### config.mk
export PLATFORM = sky130hd
export DESIGN_NAME = tmr_cfg_seq
export DESIGN_NICKNAME = d
export VERILOG_FILES = /design/src/rtl/tmr_pkg.sv /design/src/rtl/tmr_tmo_cnt.sv /design/src/rtl/tmr_cfg_seq.sv
export SDC_FILE = /design/constraint.sdc
export NUM_CORES = 1
export LEC_CHECK = 0
export CAP_MARGIN = 20
export CORE_MARGIN = 10
export CORE_UTILIZATION = 30
export CTS_BUF_LIST = sky130_fd_sc_hd__clkbuf_8 sky130_fd_sc_hd__clkbuf_16
export DETAILED_ROUTE_END_ITERATION = 8
export PLACE_DENSITY = 0.61
export SLEW_MARGIN = 10
export SYNTH_ARGS = -nofsm -noshare
export SYNTH_HDL_FRONTEND = slang
export SYNTH_SLANG_ARGS = --single-unit
### constraint.sdc
create_clock -name clk -period 5.5 [get_ports clk]
set_input_delay 1.375 -clock clk [delete_from_list [all_inputs] [get_ports clk]]
set_output_delay 1.375 -clock clk [all_outputs]
set_load 0.1 [all_outputs]
### src/rtl/tmr_pkg.sv
// Shared types and constants for the timer configuration/halt sequencer.
package tmr_pkg;

  localparam int DIV_VAL_W = 4;
  localparam logic [DIV_VAL_W-1:0] DIV_VAL_MAX = 4'd8;

  typedef enum logic [1:0] {
    IDLE    = 2'd0,
    PEND    = 2'd1,
    HALTING = 2'd2,
    HALTED  = 2'd3
  } tmr_state_e;

  // A divider code is usable only up to DIV_VAL_MAX; larger codes are rejected.
  function automatic logic div_val_legal(input logic [DIV_VAL_W-1:0] val);
    return (val <= DIV_VAL_MAX);
  endfunction

endpackage

### src/rtl/tmr_tmo_cnt.sv
// Saturating wait counter: flags when a pending update or halt has waited
// long enough that the next cycle must be treated as a boundary.
module tmr_tmo_cnt #(
  parameter int TMO_CYC = 512
) (
  input  logic clk,
  input  logic rst_n,
  input  logic clr,
  input  logic run,
  output logic hit
);

  localparam int CNT_W = (TMO_CYC > 1) ? $clog2(TMO_CYC) : 1;
  localparam logic [CNT_W-1:0] CNT_MAX = CNT_W'(TMO_CYC - 1);

  logic [CNT_W-1:0] r_cnt;

  // Count waiting cycles, restart on clr, stick at the limit instead of wrapping.
  always_ff @(posedge clk or negedge rst_n) begin
    if (!rst_n) begin
      r_cnt <= '0;
    end else if (clr) begin
      r_cnt <= '0;
    end else if (run && (r_cnt != CNT_MAX)) begin
      r_cnt <= r_cnt + CNT_W'(1);
    end else begin
      r_cnt <= r_cnt;
    end
  end

  // A stale count outside a wait episode must never create a boundary.
  assign hit = run && (r_cnt == CNT_MAX);

endmodule

### src/rtl/tmr_cfg_seq.sv
// Divider-config shadowing and halt handshake for the timer prescaler path.
// Divider writes and halts only take effect on a clean tick boundary.
module tmr_cfg_seq
  import tmr_pkg::*;
#(
  parameter int TMO_CYC = 512
) (
  input  logic                 clk,
  input  logic                 rst_n,
  input  logic                 timer_en,
  input  logic                 cfg_wr,
  input  logic                 cfg_div_en,
  input  logic [DIV_VAL_W-1:0] cfg_div_val,
  input  logic                 err_clr,
  input  logic                 halt_req,
  input  logic                 debug_mode,
  input  logic                 cnt_en,
  output logic                 div_en,
  output logic [DIV_VAL_W-1:0] div_val,
  output logic                 cnt_halt,
  output logic                 halt_ack,
  output logic                 cfg_busy,
  output logic                 cfg_err
);

  tmr_state_e           r_state;
  tmr_state_e           w_state_nx;
  logic                 r_shd_en;
  logic [DIV_VAL_W-1:0] r_shd_val;
  logic                 r_div_en;
  logic [DIV_VAL_W-1:0] r_div_val;
  logic                 r_cnt_halt;
  logic                 r_halt_ack;
  logic                 r_cfg_busy;   // doubles as the "update pending" flag
  logic                 r_cfg_err;

  logic w_halt_src;
  logic w_wr_ok;
  logic w_wr_bad;
  logic w_safe;
  logic w_apply;
  logic w_pend_nx;
  logic w_want;
  logic w_tmo_run;
  logic w_tmo_clr;
  logic w_tmo_hit;

  assign w_halt_src = halt_req | debug_mode;
  assign w_wr_ok    = cfg_wr & div_val_legal(cfg_div_val);
  assign w_wr_bad   = cfg_wr & ~div_val_legal(cfg_div_val);
  assign w_safe     = cnt_en | ~timer_en | ~r_div_en | w_tmo_hit;
  // Update wanted this cycle: either still pending or freshly written.
  assign w_want     = r_cfg_busy | w_wr_ok;

  assign w_tmo_run  = (r_state == PEND) || (r_state == HALTING);
  // Restart the wait on a fresh episode; PEND->HALTING keeps the running wait.
  assign w_tmo_clr  = ((w_state_nx == PEND) && (r_state != PEND)) ||
                      ((w_state_nx == HALTING) && (r_state != HALTING) &&
                       (r_state != PEND));

  tmr_tmo_cnt #(.TMO_CYC(TMO_CYC)) u_tmo (
    .clk   (clk),
    .rst_n (rst_n),
    .clr   (w_tmo_clr),
    .run   (w_tmo_run),
    .hit   (w_tmo_hit)
  );

  // Next state, apply decision and next pending flag.
  always_comb begin
    w_state_nx = r_state;
    w_apply    = 1'b0;
    w_pend_nx  = 1'b0;
    case (r_state)
      IDLE, PEND, HALTING: begin
        if (w_halt_src) begin
          if (w_safe) begin
            w_apply    = w_want;
            w_state_nx = HALTED;
          end else begin
            w_pend_nx  = w_want;
            w_state_nx = HALTING;
          end
        end else if (w_want && w_safe) begin
          w_apply    = 1'b1;
          w_state_nx = IDLE;
        end else if (w_want) begin
          w_pend_nx  = 1'b1;
          w_state_nx = PEND;
        end else begin
          w_state_nx = IDLE;
        end
      end
      HALTED: begin
        w_apply    = w_wr_ok;
        w_state_nx = w_halt_src ? HALTED : IDLE;
      end
      default: begin
        w_state_nx = IDLE;
      end
    endcase
  end

  // State and shadow register; the shadow always holds the latest legal write.
  always_ff @(posedge clk or negedge rst_n) begin
    if (!rst_n) begin
      r_state   <= IDLE;
      r_shd_en  <= 1'b0;
      r_shd_val <= '0;
    end else begin
      r_state <= w_state_nx;
      if (w_wr_ok) begin
        r_shd_en  <= cfg_div_en;
        r_shd_val <= cfg_div_val;
      end else begin
        r_shd_en  <= r_shd_en;
        r_shd_val <= r_shd_val;
      end
    end
  end

  // Applied divider: a write in the applying cycle goes straight through.
  always_ff @(posedge clk or negedge rst_n) begin
    if (!rst_n) begin
      r_div_en  <= 1'b0;
      r_div_val <= '0;
    end else if (w_apply) begin
      r_div_en  <= w_wr_ok ? cfg_div_en  : r_shd_en;
      r_div_val <= w_wr_ok ? cfg_div_val : r_shd_val;
    end else begin
      r_div_en  <= r_div_en;
      r_div_val <= r_div_val;
    end
  end

  // Handshake, busy and sticky error outputs; an illegal write beats err_clr.
  always_ff @(posedge clk or negedge rst_n) begin
    if (!rst_n) begin
      r_cnt_halt <= 1'b0;
      r_halt_ack <= 1'b0;
      r_cfg_busy <= 1'b0;
      r_cfg_err  <= 1'b0;
    end else begin
      r_cnt_halt <= (w_state_nx == HALTED);
      r_halt_ack <= (w_state_nx == HALTED);
      r_cfg_busy <= w_pend_nx;
      if (w_wr_bad) begin
        r_cfg_err <= 1'b1;
      end else if (err_clr) begin
        r_cfg_err <= 1'b0;
      end else begin
        r_cfg_err <= r_cfg_err;
      end
    end
  end

  assign div_en   = r_div_en;
  assign div_val  = r_div_val;
  assign cnt_halt = r_cnt_halt;
  assign halt_ack = r_halt_ack;
  assign cfg_busy = r_cfg_busy;
  assign cfg_err  = r_cfg_err;

endmodule

==> out/metrics.csv <==
metric,value,unit
"CTS clk-pin slew, worst paths",90,ps
Final Cell Area,1540,um2
"Slew Viols, Final",0,
"Slowest-stage cell, CP",clkdlybuf4s50_1,
max-cap violations,0,
Crit Path Class,flip-flop to output pin,
Tcrit/Tclk final,59.1,%
Int Power,0.415,mW
fin worst setup slack,2250,ps
post-synthesis mux area share,12.6,%
cts hold-fix bufs,0,
final-report hold violation count,0,
Layout fillers,363,
largest delay contributor family on the critical path,buffers and inverters,
drt drc,0,
vias in the first global route,825,
Gate Count Post-Synth,98,
Synthesis Warnings,0,
Switch Pwr,0.261,mW
Syn Area/Cell,12.2,um2
footprint of the multi-input gates,561,um2
Core Region,3740,um2
Post-Route WL,2510,um
gr usage total,7.50,%
Comb power frac,36.7,%
Flop pwr share,40.5,%
hold crit path type,flip-flop to flip-flop,
via density per instance,4.58,
first-pass GRT wire length,4370,um
Final Power,0.676,mW
largest net degree at the start of global routing,25,
Synth top cells by count,"24 x dfrtp_1, 12 x nor2_1, 10 x mux2_4",
Post-Syn Nets,117,
Buffers on Ports,21,
initial antenna violation count,0,
TritonRoute pass-1 iters,3,
Synth area leader,dfrtp_1,
Final ANT Viol Nets,0,
combinational family with the most area after synthesis,simple AND/OR/NAND/NOR gates,
PostCTS Resize Cnt,0,
synthesized flop and latch total,24,
die outline width,83.0,um
"worst slack, placed",2380,ps
starting DRC count in detailed routing,41,
run status,"complete, no violations",
top post-synthesis cells by area,"dfrtp_1 50%, mux2_4 13%, ha_1 6.3%",
routed via count,778,
CTS tree,built,
number of synthesized flops with an enable pin,0,
area grow syn2layout,28.9,%
Post-CTS Setup Bufs,0,
Worst Path Buf+Inv,1,
CP max FO,5,
Lkg Pwr,0.663,nW
wire per inst,14.7,um
xor/xnor share of the synthesized area,5.14,%
Async SR Flop Fraction,100,%
Critical Path AT,1880,ps
Final TNS setup,0,ps
# diodes,0,
io pins,22,
area of the mapped netlist,1190,um2
Yosys top cell area share,50.4,%
CP Launch Type,flip-flop,
peak supply drop,0.000254,V
Clk pwr share,22.7,%
most frequent cell after synthesis,dfrtp_1,
Row Count,22,
Die Ht,83.0,um
layout cells sized above 1,15.6,%
DP Area,1450,um2
Worst slew margin,34.8,%
CP peak stage delay,1170,ps
H-tree depth,1,
Final nets,142,
min Tclk post-route,3250,ps
Net Sw Frac,38.6,%
CTS Sinks,24,
CP Cell Sequence,clkdlybuf4s50_1,
total power per unit cell area,440,nW/um2
"Seq/Total Area, Yosys",50.4,%
HPWL after DPL,1940,um
RePlAce Congestion,0.796,
Critical Path Sink Type,output pin,
CTS Root Buffer Type,clkbuf_8,
Clock Latency Late Sink,270,ps
CTS Buffer Depth,2,
Synth Area in Simple Gates,15.1,%
Compound-Gate Fraction of Synth Area,7.87,%
Die Area,6900,um2
Yosys cell types,27,
initial core utilization,31.9,%
GRT overflow,0,
Finish-stage setup viols,0,
Reg area,601,um2
RSZ-0062 raised after global routing,false,
worst-case clock skew,5.28,ps
Synth Flop Type,dfrtp_1,
worst slew pin tran,975,ps
Post-Synth Adder-Cell Area,6.30,%
Inserted Clock Buffers,3,
Worst EP required,4120,ps
max frequency,307,MHz
==> cell usage in the layout, fill, tap and decap left out, drive strengths merged <==
cell           count
buf                1
nor2b              1
dfrtp             24
bufinv             1
ha                 6
nor4               4
nand3              2
nor2              12
o31ai              1
o21bai             1
and3               1
inv                5
nand2              7
clkdlybuf4s50     21
xor2               4
a21oi              4
nand2b             1
or4                1
xnor2              3
a211oi             1
mux2              10
o21ai              2
o311a              1
clkbuf             3
nand4              4
o22ai              1
==> final timing paths <==
| kind | slack [ps] | to | from | cells after the start |
|---|---|---|---|---|
| min in group asynchronous | 1450 | div_val[2] | rst_n | 1 |
| worst min register to register | 500 | r_shd_val[3] | r_shd_val[3] | 1 |
| max in group asynchronous | 3570 | u_tmo.r_cnt[3] | rst_n | 2 |
| worst max register to register | 3200 | u_tmo.r_cnt[2] | u_tmo.r_cnt[0] | 8 |
| worst min-delay path | 500 | r_shd_val[3] | r_shd_val[3] | 1 |
| worst max-delay path | 2250 | cfg_busy | cfg_busy | 1 |
==> cell families (layout without fill, tap and decap cells) <==
group           Yosys count  in the layout
buf+inv                   7             31
mux                      10             10
fa+ha+maj                 6              6
xor+xnor                  7              7
compound gates           11             11
flops                    24             24
simple gates             33             33
==> registers in the layout (all words and copies together), names as in the netlist <==
register / flops
u_tmo.r_cnt: 9
cfg_busy: 1
r_shd_val: 4
div_val: 4
halt_ack: 1
r_shd_en: 1
r_state: 2
div_en: 1
cfg_err: 1
==> routing by layer <==
layer / vias to the layer above / track usage (%) / wire length, um
met1: 367 / 10.3 / 1280
li1: 387 / - / -
met3: 2 / 2.93 / 133
met2: 22 / 10.8 / 1080
met4: 0 / 1.38 / 11
met5: - / 0 / 0
==> power by group through the flow <==
stage | registers (mW) | clock network [mW] | logic, mW
CTS | 0.274 | 0.157 | 0.250
global placement | 0.274 | 0 | 0.246
global route | 0.283 | 0.165 | 0.269
detailed placement | 0.277 | 0 | 0.249
finish | 0.274 | 0.154 | 0.248
floorplan | 0.356 | 0 | 0.102
==> metrics by stage <==
stage | cells | utilization, % | hold WS [ps]
final | 170 | 41.0 | 501
after global routing | 170 | 41.0 | 518
after CTS | 169 | 40.6 | 503
after detailed placement | 165 | 38.7 | 482
after global placement | 165 | 38.7 | 475
after floorplan | 98 | - | 467
==> final cells by class <==
cell class / instances / area share, %
clock buffer: 3 / 2.69
timing repair buffer: 22 / 14.7
multi-input combinational: 67 / 36.5
clock inverter: 1 / 1.95
tap: 48 / 3.91
sequential: 24 / 39.1
inverter: 5 / 1.22
(Power assumes the default switching activity.)
